**src/rtl/uop_fetch_wide_pkg.sv**
```systemverilog
// Shared definitions for the uop buffer producer and consumer.
// Holds the default buffer geometry and the entry field-offset helpers so that
// both sides of the buffer pack and unpack entries with one layout.
// Entry layout, LSB first: LANES x 32b instructions, LANES x TAG_BITS tags,
// LANES lane-valid bits. Lane 0 is the lowest slice of each field.
package uop_fetch_wide_pkg;

    localparam int unsigned MAX_PREDICT_DEPTH_BITS = 4;
    localparam int unsigned UOP_BUF_SIZE           = 16;

    function automatic int unsigned entry_width(input int unsigned lanes,
                                                input int unsigned tag_bits);
        return lanes * (32 + tag_bits) + lanes;
    endfunction

    function automatic int unsigned instr_lsb(input int unsigned lane);
        return lane * 32;
    endfunction

    function automatic int unsigned tag_lsb(input int unsigned lanes,
                                            input int unsigned tag_bits,
                                            input int unsigned lane);
        return lanes * 32 + lane * tag_bits;
    endfunction

    function automatic int unsigned lane_valid_lsb(input int unsigned lanes,
                                                   input int unsigned tag_bits);
        return lanes * (32 + tag_bits);
    endfunction

endpackage

```
**src/rtl/uop_skid_buffer.sv**
```systemverilog
// Two-entry skid store with valid/ready handshakes on both sides.
// Ports:
//   clk, reset     - clock, asynchronous active-low reset
//   flush          - empties the store on the next edge, wins over push/pop
//   in_valid/in_ready/in_data    - write side (ready while fewer than 2 held)
//   out_valid/out_ready/out_data - read side, oldest entry first
module uop_skid_buffer #(
    parameter int unsigned WIDTH = 8
) (
    input  logic             clk,
    input  logic             reset,
    input  logic             flush,
    input  logic             in_valid,
    output logic             in_ready,
    input  logic [WIDTH-1:0] in_data,
    output logic             out_valid,
    input  logic             out_ready,
    output logic [WIDTH-1:0] out_data
);

    logic [WIDTH-1:0] mem_q [2];
    logic             head_q, head_d;
    logic [1:0]       count_q, count_d;
    logic             push, pop, tail;

    assign in_ready  = (count_q != 2'd2);
    assign out_valid = (count_q != 2'd0);
    assign out_data  = mem_q[head_q];
    assign push      = in_valid && in_ready;
    assign pop       = out_valid && out_ready;
    // With one entry held the free slot is the one after the head.
    assign tail      = head_q ^ count_q[0];

    always_comb begin
        head_d  = head_q;
        count_d = count_q;
        if (flush) begin
            head_d  = 1'b0;
            count_d = 2'd0;
        end else begin
            if (pop) begin
                head_d = ~head_q;
            end
            count_d = count_q + {1'b0, push} - {1'b0, pop};
        end
    end

    always_ff @(posedge clk or negedge reset) begin
        if (!reset) begin
            head_q   <= 1'b0;
            count_q  <= 2'd0;
            mem_q[0] <= '0;
            mem_q[1] <= '0;
        end else begin
            head_q  <= head_d;
            count_q <= count_d;
            if (push && !flush) begin
                mem_q[tail] <= in_data;
            end
        end
    end

endmodule

```
**src/rtl/uop_fetch_wide.sv**
```systemverilog
// Wide uop fetch stage: reads LANES-wide entries from the uop buffer RAM
// (1-cycle read latency), drops entries with no valid lane, zeroes invalid
// lanes and presents bundles downstream with stall backpressure.
// Ports:
//   clk, reset        - clock, asynchronous active-low reset
//   clear, clear_ptr  - flush/redirect; read pointer reloaded from clear_ptr
//   wr_ptr            - producer write pointer (wrap bit in MSB)
//   rd_ptr            - consumer pointer (wrap bit in MSB)
//   uop_addr, uop_rd_en, uop - buffer RAM read port
//   next_stalled      - downstream cannot accept
//   valid, stalled    - bundle valid / bundle held by downstream stall
//   instruction, branch_tag, lane_valid - presented bundle, lane packed
module uop_fetch_wide
    import uop_fetch_wide_pkg::*;
#(
    parameter int unsigned LANES    = 2,
    parameter int unsigned TAG_BITS = MAX_PREDICT_DEPTH_BITS,
    parameter int unsigned BUF_SIZE = UOP_BUF_SIZE,
    localparam int unsigned ABITS   = $clog2(BUF_SIZE),
    localparam int unsigned ENTRY_W = entry_width(LANES, TAG_BITS)
) (
    input  logic                      clk,
    input  logic                      reset,
    input  logic                      clear,
    input  logic [ABITS:0]            clear_ptr,
    input  logic [ABITS:0]            wr_ptr,
    output logic [ABITS:0]            rd_ptr,
    output logic [ABITS-1:0]          uop_addr,
    output logic                      uop_rd_en,
    input  logic [ENTRY_W-1:0]        uop,
    input  logic                      next_stalled,
    output logic                      valid,
    output logic                      stalled,
    output logic [LANES*32-1:0]       instruction,
    output logic [LANES*TAG_BITS-1:0] branch_tag,
    output logic [LANES-1:0]          lane_valid
);

    localparam int unsigned TAG_LSB = tag_lsb(LANES, TAG_BITS, 0);
    localparam int unsigned LV_LSB  = lane_valid_lsb(LANES, TAG_BITS);

    logic [ABITS:0]     rd_ptr_q, rd_ptr_d;
    logic               inflight_q, inflight_d;
    logic               out_valid_q, out_valid_d;
    logic [ENTRY_W-1:0] out_data_q, out_data_d;

    logic [ENTRY_W-1:0] ret_data;
    logic               ret_valid;
    logic               empty, room, accept, out_load, bypass;
    logic               skid_in_valid, skid_in_ready, skid_out_valid;
    logic [ENTRY_W-1:0] skid_out_data;

    // Returned entry with invalid lanes zeroed.
    always_comb begin
        ret_data = '0;
        for (int unsigned l = 0; l < LANES; l++) begin
            if (uop[LV_LSB + l]) begin
                ret_data[instr_lsb(l) +: 32] = uop[instr_lsb(l) +: 32];
                ret_data[tag_lsb(LANES, TAG_BITS, l) +: TAG_BITS] =
                    uop[tag_lsb(LANES, TAG_BITS, l) +: TAG_BITS];
                ret_data[LV_LSB + l] = 1'b1;
            end
        end
    end

    // Entries with no valid lane are dropped here; their read still counted.
    assign ret_valid = inflight_q && (|ret_data[LV_LSB +: LANES]) && !clear;

    assign empty    = (rd_ptr_q == wr_ptr);
    assign accept   = out_valid_q && !next_stalled;
    assign out_load = !out_valid_q || accept;
    // Straight into the output register when nothing older is queued.
    assign bypass   = out_load && !skid_out_valid;

    assign skid_in_valid = ret_valid && !bypass;

    // Skid occupancy + in-flight read must stay below 2: with a read in
    // flight the skid must be empty, otherwise it needs a free slot.
    assign room      = inflight_q ? !skid_out_valid : skid_in_ready;
    assign uop_rd_en = reset && !empty && !clear && room;

    uop_skid_buffer #(
        .WIDTH (ENTRY_W)
    ) u_skid (
        .clk       (clk),
        .reset     (reset),
        .flush     (clear),
        .in_valid  (skid_in_valid),
        .in_ready  (skid_in_ready),
        .in_data   (ret_data),
        .out_valid (skid_out_valid),
        .out_ready (out_load),
        .out_data  (skid_out_data)
    );

    always_comb begin
        rd_ptr_d    = rd_ptr_q + {{ABITS{1'b0}}, uop_rd_en};
        inflight_d  = uop_rd_en;
        out_valid_d = out_valid_q;
        out_data_d  = out_data_q;
        if (clear) begin
            rd_ptr_d    = clear_ptr;
            inflight_d  = 1'b0;
            out_valid_d = 1'b0;
        end else if (out_load) begin
            if (skid_out_valid) begin
                out_valid_d = 1'b1;
                out_data_d  = skid_out_data;
            end else if (ret_valid) begin
                out_valid_d = 1'b1;
                out_data_d  = ret_data;
            end else begin
                out_valid_d = 1'b0;
            end
        end
    end

    always_ff @(posedge clk or negedge reset) begin
        if (!reset) begin
            rd_ptr_q    <= '0;
            inflight_q  <= 1'b0;
            out_valid_q <= 1'b0;
            out_data_q  <= '0;
        end else begin
            rd_ptr_q    <= rd_ptr_d;
            inflight_q  <= inflight_d;
            out_valid_q <= out_valid_d;
            out_data_q  <= out_data_d;
        end
    end

    assign rd_ptr      = rd_ptr_q;
    assign uop_addr    = rd_ptr_q[ABITS-1:0];
    assign valid       = out_valid_q;
    assign stalled     = out_valid_q && next_stalled;
    assign instruction = out_valid_q ? out_data_q[0 +: LANES*32] : '0;
    assign branch_tag  = out_valid_q ? out_data_q[TAG_LSB +: LANES*TAG_BITS] : '0;
    assign lane_valid  = out_valid_q ? out_data_q[LV_LSB +: LANES] : '0;

endmodule

```
**config.mk**
```make
export PLATFORM = sky130hd
export DESIGN_NAME = uop_fetch_wide
export DESIGN_NICKNAME = d
export VERILOG_FILES = /design/src/rtl/uop_fetch_wide_pkg.sv /design/src/rtl/uop_skid_buffer.sv /design/src/rtl/uop_fetch_wide.sv
export SDC_FILE = /design/constraint.sdc
export NUM_CORES = 1
export LEC_CHECK = 0
export ABC_AREA = 1
export CAP_MARGIN = 10
export CORE_MARGIN = 1.5
export CORE_UTILIZATION = 50
export DETAILED_ROUTE_END_ITERATION = 8
export PLACE_DENSITY = 0.78
export SLEW_MARGIN = 10
export SYNTH_ARGS = -nofsm -noshare
export SYNTH_HDL_FRONTEND = slang
export SYNTH_HIERARCHICAL = 1
export SYNTH_SLANG_ARGS = --single-unit
```
**constraint.sdc**
```tcl
create_clock -name clk -period 2.5 [get_ports clk]
set_input_delay 0.5 -clock clk [delete_from_list [all_inputs] [get_ports clk]]
set_output_delay 0.5 -clock clk [all_outputs]
set_load 0.01 [all_outputs]
```
==> metrics.csv, run 1 <==
stage,metric,value,unit
worst_setup_path,critical_path_arrival,1.92,ns
routing,ant_nets,0,
worst_setup_path,r2r_slack,0.56,ns
run,drv_cap,0,
clock_tree,cts_tree,done,
worst_setup_path,cp.required,2.00,ns
worst_setup_path,cp-startpoint,valid,
routing,drtPass1Iterations,6,
layout,final_nets,2055,
timing,worst_pin_slew,0.928,ns
timing,grt_setup_unrepaired,false,
floorplan,die_w,165,um
floorplan,core,0.0258,sq mm
worst_setup_path,reg2reg_depth,10,
clock_tree,clockBufferDepth,3,
power_and_ir_drop,sequentialPowerShare,33.9,%
power_and_ir_drop,clockPowerShare,22.2,%
power_and_ir_drop,pwr-share-comb,43.9,%
synth,yosysSeqAreaShare,44.4,%
clock_tree,htree_num_levels,1,
worst_setup_path,critPathLaunchType,register,
timing,max_freq,412,MHz
floorplan,ioPinCount,174,
worst_hold_path,hold_path_end,out_data_q[26],
timing,setup_viol,0,
worst_setup_path,cp_max_fo,36,
power_and_ir_drop,irDropWorstVdd,632,uV
worst_setup_path,slowest_stage,clkdlybuf4s50_1,
synth,avgSynthCellArea,7.09,sq um
layout,fin_util,61.8,%
power_and_ir_drop,p_per_area,1150,mW/mm^2
placement,dp.cells,2267,
worst_hold_path,hold_class,reg -> reg,
grt,track_usage,25.3,%
timing,tns,0,ns
clock_tree,cts-root-buf,clkbuf_16,
routing,via_per_inst,5.11,
timing,worst_slew_margin_rel,38.1,%
clock_tree,clock_latency,0.54,ns
worst_hold_path,min_delay_path_depth,2,
floorplan,floorplan.initialDensity,50.7,%
grt,grt_pass1_vias,11300,
worst_setup_path,slowest_delay,0.52,ns
timing,hold_viol_final,0,
power_and_ir_drop,p_sw,7.29,mW
timing,report.final.slew_viol_count,0,
routing,vias,11900,
floorplan,fp-row-count,59,
power_and_ir_drop,p_leak,8.63,nW
synth,yosysWarnings,6,
layout,n_antenna_cell,0,
timing,min_period_over_period,97.0,%
floorplan,dieArea,0.0272,sq mm
grt,grt_overflow,0,
power_and_ir_drop,swShare,39.6,%
worst_setup_path,r2r-end,rd_ptr[4],
power_and_ir_drop,p_int,11.1,mW
worst_setup_path,crit_path_end_kind,output pin,
placement,portBuffers,173,
synth,synth_nets,1938,
grt,grt_max_degree,155,
clock_tree,cts_buffers,27,
worst_hold_path,hp-start,out_data_q[26],
synth,synth_cell_types,23,
worst_setup_path,worstPathCellList,buf_12 -> nand2_1 -> inv_1 -> clkdlybuf4s50_1,
layout,drive_above_1_share,5.34,%
synth,synth_cells,1846,
routing,dr.first_iter.drc_count,1031,
run_status,status,finished clean,
layout,area_delta_synth_final,22.0,%
routing,wl_per_cell,14.6,um
placement,gp_congestion,0.796,
routing,drc,0,
clock_tree,cts_sinks,232,
worst_setup_path,critical_path_class,reg -> out,
placement,dp_hpwl,20700,um
timing,clock_skew,0.0223,ns
grt,grt_pass1_wl,55600,um
clock_tree,clkTransAtPathRegs,0.06,ns
synth,synth_area,0.0131,sq mm
layout,final_cells,2319,
grt,antenna_found_initial,0,
synth,ys_ff_latch,232,
timing,fin_crit,2.42,ns
routing,finalWirelength,33800,um
worst_setup_path,rr_startpoint,u_skid/count_q[0],
floorplan,die_h,165,um
critical path: cells and delay by family, from the launching register on:
family	cells	cell delay (ns)
buffers and inverters	3	0.81
DFF	1	0.44
and+or+nand+nor	1	0.12
metrics by stage:
stage	power, mW	hold slack [ns]	setup WS (ns)	instance area, sq um
6_report	18.4	0.472	0.0752	16000
5_1_grt	19.9	0.491	0.00703	16000
4_1_cts	18.5	0.473	0.0147	16000
3_5_place_dp	14.3	0.446	0.0441	15000
3_3_place_gp	13.9	0.443	0.0575	15000
2_1_floorplan	11.9	0.204	0.374	13100
power groups by stage:
stage          combinational (mW)  sequential, mW  clock (mW)
2_1_floorplan                5.80            6.06           0
3_3_place_gp                 7.72            6.20           0
3_5_place_dp                 7.98            6.29           0
4_1_cts                      8.09            6.24        4.15
5_1_grt                      9.18            6.43        4.31
6_report                     8.08            6.24        4.09
registers in the layout, indices dropped and copies added (netlist names):
| name | count |
|---|---|
| u_skid/mem_q | 148 |
| out_data_q | 74 |
| rd_ptr | 5 |
| u_skid/count_q | 2 |
| inflight_q | 1 |
| u_skid/head_q | 1 |
| valid | 1 |
layout by cell type, fill, tap and decap left out:
cell type        netlist  routed
nand2_1              769     766
inv_1                306     306
dfrtp_1              232     230
clkdlybuf4s50_1        0     171
o21ai_0              152     152
o21bai_1             148     148
nand3_1               80      80
clkbuf_16              0      27
buf_4                 30      25
buf_12                 0      13
clkbuf_8               0       8
clkinv_2               0       7
nor2_1                 8       6
nand2_4                0       5
inv_2                  4       4
ha_1                   4       4
a21oi_1                3       3
xnor2_1                3       3
nor2_4                 0       3
bufinv_16              0       3
clkbuf_1              35       3
xor2_1                 2       2
buf_6                 17       2
o21a_1                 1       1
nor2_2                 2       1
o21ai_1                1       1
inv_6                  0       1
clkinvlp_4             0       1
dlygate4sd3_1          0       1
buf_8                  0       1
dlygate4sd2_1          0       1
nand2_2                3       1
or2_2                  1       1
nand3_4                0       1
dfrtp_4                0       1
dfrtp_2                0       1
routing by layer:
layer / GRT usage [%] / up-vias / wire length (um)
met3: 3.14 / 61 / 2120
met1: 33.9 / 5595 / 14600
met4: 7.62 / 0 / 779
met2: 43.1 / 410 / 16300
met5: 0 / - / 0
li1: - / 5786 / -
logic make-up (layout without fill, tap and decap cells):
logic type | count (synthesis) | in the layout | share of synthesized area (%)
DFF | 232 | 232 | 44.4
buffers and inverters | 436 | 574 | 14.7
xor gates and xnor gates | 5 | 5 | 0.335
and+or+nand+nor | 864 | 864 | 25.7
adders and majority gates | 4 | 4 | 0.382
AOI/OAI and AO/OA | 305 | 305 | 14.5
Yosys cell counts, drive strengths merged:
cell type	instances	share of area, %
nand2	772	22
inv	310	8.9
dfrtp	232	44
o21ai	153	5.9
o21bai	148	8.5
buf	91	4.8
nand3	81	3.1
clkbuf	35	1.0
nor2	10	0.33
ha	4	0.38
a21oi	3	0.11
xnor2	3	0.20
xor2	2	0.13
o21a	1	0.057
or2	1	0.048
final cells by class:
cell class                      instances  area, sq um
Fill cell                            2241         9870
Timing Repair Buffer                  214         2220
Multi-Input combinational cell       1178         5420
Sequential cell                       232         5810
Inverter                              310         1160
Clock buffer                           38          797
Tap cell                              335          419
Clock inverter                         12          141
how the worst max path moves through the flow:
| stage | slack [ns] | endpoint |
|---|---|---|
| final | 0.08 | instruction[15] |
| after global routing | 0.007 | instruction[15] |
| after CTS | 0.01 | instruction[37] |
| after detailed placement | 0.04 | uop_rd_en |
| after global placement | 0.06 | uop_rd_en |
| after floorplan | 0.37 | rd_ptr[4] |
timing repair:
| item | CTS | global route |
|---|---|---|
| endpoints found under the hold margin | 7 | 0 |
| hold buffers | 1 | 0 |
| setup endpoints to repair | 1 | 15 |
| resized for setup | 2 | 2 |
| setup buffers | 1 | 0 |
No activity file was read; power rests on OpenSTA's default activity.
==> run 2, diff against run 1 <==
--- a/config.mk
+++ b/config.mk
@@ -10,7 +10,7 @@
 export CORE_MARGIN = 1.5
 export CORE_UTILIZATION = 50
 export DETAILED_ROUTE_END_ITERATION = 8
-export PLACE_DENSITY = 0.78
+export PLACE_DENSITY = 0.8
 export SLEW_MARGIN = 10
 export SYNTH_ARGS = -nofsm -noshare
 export SYNTH_HDL_FRONTEND = slang
==> constraint.sdc (replaced) <==
create_clock -name clk -period 2.1 [get_ports clk]
set_input_delay 0.42 -clock clk [delete_from_list [all_inputs] [get_ports clk]]
set_output_delay 0.42 -clock clk [all_outputs]
set_load 0.01 [all_outputs]
==> metrics.csv, run 2 (synthesized netlist as in run 1, its figures left out) <==
stage,metric,value,unit,change
placement,dp_hpwl,20800,um,+0.70%
timing,clock_skew,0.0157,ns,-0.00665 ns
clock_tree,htree_num_levels,1,,unchanged
routing,ant_nets,0,,unchanged
timing,worst_slew_margin_rel,49.6,%,+12 points
placement,gp_congestion,0.791,,-0.58%
worst_setup_path,r2r-end,u_skid/count_q[1],,
floorplan,ioPinCount,174,,unchanged
layout,largest_register_ffs,148,,unchanged
worst_setup_path,cp.required,1.68,ns,-0.32 ns
routing,finalWirelength,33600,um,-0.69%
routing,drc,0,,unchanged
routing,dr.first_iter.drc_count,980,,-4.9%
grt,antenna_found_initial,0,,unchanged
worst_setup_path,critical_path_arrival,1.63,ns,-0.29 ns
layout,final_area,0.0160,sq mm,about the same
clock_tree,cts_sinks,232,,unchanged
layout,fin_util,61.8,%,about the same
grt,grt_pass1_vias,11600,,+2.2%
layout,n_antenna_cell,0,,unchanged
timing,fin_crit,2.05,ns,
worst_setup_path,worstPathCellList,inv_2 -> nand2_4 -> nand2_1 -> nand3_2 -> nor2_2 -> buf_2,,
floorplan,core,0.0258,sq mm,unchanged
clock_tree,cts_buffers,25,,-7.4%
layout,layout_common_cells,"763 x nand2_1, 304 x inv_1, 228 x dfrtp_1",,
timing,grt_setup_unrepaired,true,,
grt,grt_pass1_wl,55400,um,-0.26%
grt,grt_overflow,0,,unchanged
routing,drtPass1Iterations,7,,+1
timing,min_period_over_period,97.7,%,
timing,max_freq,487,MHz,
worst_setup_path,rr_startpoint,u_skid/count_q[1],,
routing,via_per_inst,5.05,,-1.1%
timing,report.final.slew_viol_count,0,,unchanged
layout,area_delta_synth_final,21.9,%,about the same
timing,setup_ws,0.0481,ns,-0.0271 ns
floorplan,die_h,165,um,unchanged
run_status,status,finished clean,,
timing,worst_pin_slew,0.756,ns,-0.173 ns
power_and_ir_drop,p_total,21.5,mW,+17%
clock_tree,clockBufferDepth,3,,unchanged
floorplan,fp-row-count,59,,unchanged
worst_setup_path,slowest_delay,0.40,ns,-0.12 ns
floorplan,dieArea,0.0272,sq mm,unchanged
placement,portBuffers,173,,unchanged
layout,regMostFlops,u_skid/mem_q,,
clock_tree,clkTransAtPathRegs,0.06,ns,about the same
layout,final_nets,2060,,+0.24%
clock_tree,cts_tree,done,,
routing,wl_per_cell,14.5,um,-0.81%
grt,track_usage,25.3,%,-0.082 points
clock_tree,clock_latency,0.53,ns,about the same
worst_setup_path,crit_path_end_kind,output pin,,
worst_hold_path,hold_path_end,inflight_q,,
worst_hold_path,hp-start,reset,,
layout,mostFrequentLayoutCell,nand2_1,,
layout,drive_above_1_share,6.09,%,+0.75 points
worst_hold_path,min_delay_path_depth,4,,+2
timing,hold_viol_final,0,,unchanged
power_and_ir_drop,p_per_area,1350,mW/mm^2,+17%
clock_tree,cts-root-buf,clkbuf_16,,
worst_setup_path,critical_path_class,reg -> out,,
timing,tns,0,ns,unchanged
worst_hold_path,hold_class,in -> reg,,
run,drv_cap,0,,unchanged
power_and_ir_drop,p_leak,8.81,nW,+2.1%
timing,setup_viol,0,,unchanged
power_and_ir_drop,irDropWorstVdd,901,uV,+43%
floorplan,floorplan.initialDensity,50.7,%,unchanged
placement,post-place-ws,-0.265,ns,-0.309 ns
worst_setup_path,cp_max_fo,4,,-89%
floorplan,die_w,165,um,unchanged
grt,grt_max_degree,107,,-31%
worst_setup_path,critPathLaunchType,register,,
placement,placed_area,0.0151,sq mm,+0.50%
worst_setup_path,r2r_slack,0.25,ns,-0.31 ns
worst_setup_path,slowest_stage,dfrtp_1,,
worst_setup_path,reg2reg_depth,11,,+1
routing,vias,11700,,-1.0%
==> run 2: report_power, final <==
part	internal, mW	total [mW]	switching (mW)
logic	3.74	9.68	5.94
clock network	2.60	4.39	1.79
registers	6.49	7.44	0.951
==> run 2: how the worst max path moves through the flow <==
stage                       from                to  slack [ns]
6_report       u_skid/count_q[0]         uop_rd_en        0.05
5_1_grt        u_skid/count_q[0]         uop_rd_en       -0.02
4_1_cts        u_skid/count_q[0]         uop_rd_en       -0.16
3_5_place_dp             uop[72]  u_skid/mem_q[87]       -0.26
3_3_place_gp             uop[72]  u_skid/mem_q[97]       -0.21
2_1_floorplan  u_skid/count_q[0]         rd_ptr[4]        0.03
==> run 2: critical path, delay by kind of cell, from the launching register on <==
kind / cells / cell delay, ns
buffers and inverters: 2 / 0.28
flip-flops: 1 / 0.40
AND/OR/NAND/NOR: 4 / 0.42
==> run 2: area by class of cell <==
type	count	area, sq um
fill	2245	9880
sequential	232	5810
multi-input combinational	1178	5440
timing repair buffer	221	2290
inverter	310	1160
clock buffer	37	751
tap	335	419
clock inverter	9	83.8
==> run 2: layer usage <==
layer  track usage (%)  part of all wire (%)
met1              33.0                    43
met2              43.5                    49
met3              3.31                   5.9
met4              7.94                   2.2
met5                 0                     0
==> run 2: per-stage QoR <==
stage / hold slack, ns / instances
6_report: 0.241 / 2322
5_1_grt: 0.242 / 2322
4_1_cts: 0.253 / 2321
3_5_place_dp: 0.459 / 2269
3_3_place_gp: 0.454 / 2269
2_1_floorplan: 0.124 / 1846
==> run 2: timing repair <==
item,in CTS,in global routing
endpoints found under the setup margin,77,51
buffers inserted,4,2
cloned,1,0
hold buffers,1,0
endpoints found under the hold margin,29,0
pin swaps,0,1
resized for setup,79,66
==> run 3, diff against run 2 <==
--- a/config.mk
+++ b/config.mk
@@ -7,6 +7,7 @@
 export LEC_CHECK = 0
 export ABC_AREA = 1
 export CAP_MARGIN = 10
+export CORE_ASPECT_RATIO = 0.6
 export CORE_MARGIN = 1.5
 export CORE_UTILIZATION = 50
 export DETAILED_ROUTE_END_ITERATION = 8
==> metrics.csv, run 3 (synthesized netlist as in run 1, its figures left out) <==
stage,metric,value,unit,change
layout,area_delta_synth_final,22.8,%,
worst_hold_path,hp-start,uop[72],,
timing,clock_skew,0.00786,ns,-0.00784 ns
layout,register_area,0.00581,sq mm,unchanged
power_and_ir_drop,p_leak,9.16,nW,+4.0%
power_and_ir_drop,swShare,40.9,%,+0.56 points
power_and_ir_drop,p_int,12.8,mW,about the same
routing,drtPass1Iterations,6,,-1
power_and_ir_drop,p_sw,8.88,mW,+2.3%
clock_tree,clockBufferDepth,3,,unchanged
worst_setup_path,cp.required,1.68,ns,about the same
routing,ant_nets,0,,unchanged
grt,track_usage,26.2,%,+0.89 points
floorplan,floorplan.initialDensity,51.3,%,+0.66 points
power_and_ir_drop,sequentialPowerShare,34.4,%,-0.2 points
timing,min_period_over_period,104,%,+6.8 points
worst_setup_path,slowest_stage,dfrtp_2,,
worst_setup_path,slowest_delay,0.47,ns,+0.07 ns
routing,top_layer,met4,,
worst_setup_path,rr_startpoint,valid,,
power_and_ir_drop,clockPowerShare,18.8,%,-1.6 points
clock_tree,clkTransAtPathRegs,0.06,ns,about the same
timing,setup_viol,18,,+18
placement,portBuffers,173,,unchanged
timing,max_freq,456,MHz,-6.5%
floorplan,dieArea,0.0272,sq mm,+0.12%
run_status,status,"complete, but fails checks",,
layout,n_antenna_cell,0,,unchanged
worst_setup_path,worstPathCellList,buf_6 -> buf_6 -> buf_4 -> buf_12 -> nand2_1 -> inv_1 -> dlymetal6s2s_1,,
worst_setup_path,cp_max_fo,8,,+4
routing,wl_met1,16600,um,+15%
run_status,violations,setup timing,,
routing,via_per_inst,5.08,,+0.44%
run,drv_cap,0,,unchanged
clock_tree,cts_buffers,23,,-8.0%
routing,dr.first_iter.drc_count,1066,,+8.8%
grt,antenna_found_initial,0,,unchanged
layout,drive_above_1_share,8.50,%,+2.4 points
timing,fin_crit,2.19,ns,+0.143 ns
clock_tree,cts_tree,done,,
power_and_ir_drop,p_total,21.7,mW,+0.90%
clock_tree,clock_latency,0.51,ns,-0.02 ns
worst_hold_path,hold_class,in -> reg,,
power_and_ir_drop,pwr-share-comb,46.7,%,+1.7 points
layout,regMostFlops,u_skid/mem_q,,
layout,mostFrequentLayoutCell,nand2_1,,
floorplan,die_h,128,um,-22%
grt,grt_max_degree,199,,+86%
routing,finalWirelength,35400,um,+5.5%
floorplan,fp-row-count,45,,-24%
worst_setup_path,critical_path_arrival,1.77,ns,+0.14 ns
timing,worst_pin_slew,1.05,ns,+0.296 ns
layout,final_area,0.0161,sq mm,+0.69%
timing,report.final.slew_viol_count,0,,unchanged
routing,drc,0,,unchanged
worst_setup_path,crit_path_end_kind,output pin,,
worst_setup_path,critPathLaunchType,register,,
routing,wl_per_cell,15.1,um,+4.1%
floorplan,ioPinCount,174,,unchanged
worst_setup_path,path_buf_inv,6,,+4
power_and_ir_drop,p_per_area,1350,mW/mm^2,+0.21%
placement,dp_hpwl,21800,um,+4.9%
grt,grt_pass1_vias,11400,,-1.3%
layout,n_fill_cell,2226,,-0.85%
routing,vias,11900,,+1.8%
clock_tree,cts_sinks,232,,unchanged
timing,grt_setup_unrepaired,true,,
layout,layout_common_cells,"762 x nand2_1, 301 x inv_1, 228 x dfrtp_1",,
layout,fin_util,63.0,%,+1.2 points
floorplan,die_w,212,um,+29%
clock_tree,cts-root-buf,clkbuf_16,,
floorplan,core,0.0255,sq mm,-1.3%
power_and_ir_drop,irDropWorstVdd,762,uV,-15%
layout,largest_register_ffs,148,,unchanged
timing,setup_ws,-0.0944,ns,-0.143 ns
worst_setup_path,cpMostUsedCell,buf_6,,
routing,wl_met3,2330,um,+17%
grt,grt_pass1_wl,57500,um,+3.8%
layout,multiInputGateArea,0.00545,sq mm,+0.21%
placement,gp_congestion,0.836,,+5.7%
placement,placed_area,0.0152,sq mm,+0.56%
layout,final_nets,2078,,+0.87%
grt,grt_overflow,0,,unchanged
worst_setup_path,critical_path_class,reg -> out,,
clock_tree,htree_num_levels,1,,unchanged
timing,tns,-0.814,ns,-0.814 ns
timing,hold_viol_final,0,,unchanged
timing,worst_slew_margin_rel,29.9,%,-20 points
worst_setup_path,cp-startpoint,valid,,
worst_setup_path,crit_family,buffers and inverters,,
routing,wl_met2,15800,um,-3.5%
run 3: final cells by class:
cell class                      instances  area share [%]
Sequential cell                       232            36.2
Multi-Input combinational cell       1178            33.9
Timing Repair Buffer                  241            15.4
Inverter                              310            7.24
Clock buffer                           34            4.21
Tap cell                              352            2.74
Clock inverter                          6           0.358
run 3: repair_timing:
item | CTS | global route
buffers inserted | 4 | 8
cloned | 4 | 1
hold buffers | 1 | 0
endpoints found under the hold margin | 12 | 0
pin swaps | 1 | 2
resized for setup | 82 | 102
endpoints found under the setup margin | 77 | 93
run 3: layer usage:
metal / up-vias / global-route usage [%]
met5: - / 0
met3: 54 / 4.51
met4: 0 / 6.72
li1: 5831 / -
met2: 425 / 40.8
met1: 5633 / 38.0
run 3: power groups by stage:
stage	Combinational, mW	Sequential, mW	Clock, mW
after floorplan	6.90	7.22	0
after global placement	9.39	7.42	0
after detailed placement	9.69	7.50	0
after CTS	10.0	7.43	4.14
after global routing	11.4	7.68	4.32
final	10.1	7.48	4.08
run 3: worst paths after layout:
check                                    end  slack (ns)  cells after the start
setup / recovery              instruction[0]       -0.09                      7
setup reg to reg           u_skid/count_q[1]        0.02                      8
hold / removal                out_data_q[72]        0.36                      5
hold reg to reg               out_data_q[13]        0.47                      2
max in group asynchronous      u_skid/head_q        0.29                      4
min in group asynchronous          rd_ptr[2]        0.45                      3
run 3: worst min-delay path, cell delays in order:
cell	delay (ns)
buf_2	0.11
inv_2	0.08
o21ai_0	0.08
nand3_1	0.08
nand2_1	0.05
run 3: per-stage QoR:
stage | worst slack, ns | cells | hold WS (ns)
4_1_cts | -0.223 | 2345 | 0.343
6_report | -0.0944 | 2353 | 0.357
3_5_place_dp | -0.408 | 2296 | 0.365
2_1_floorplan | 0.0294 | 1846 | 0.124
3_3_place_gp | -0.336 | 2296 | 0.372
5_1_grt | -0.159 | 2353 | 0.378
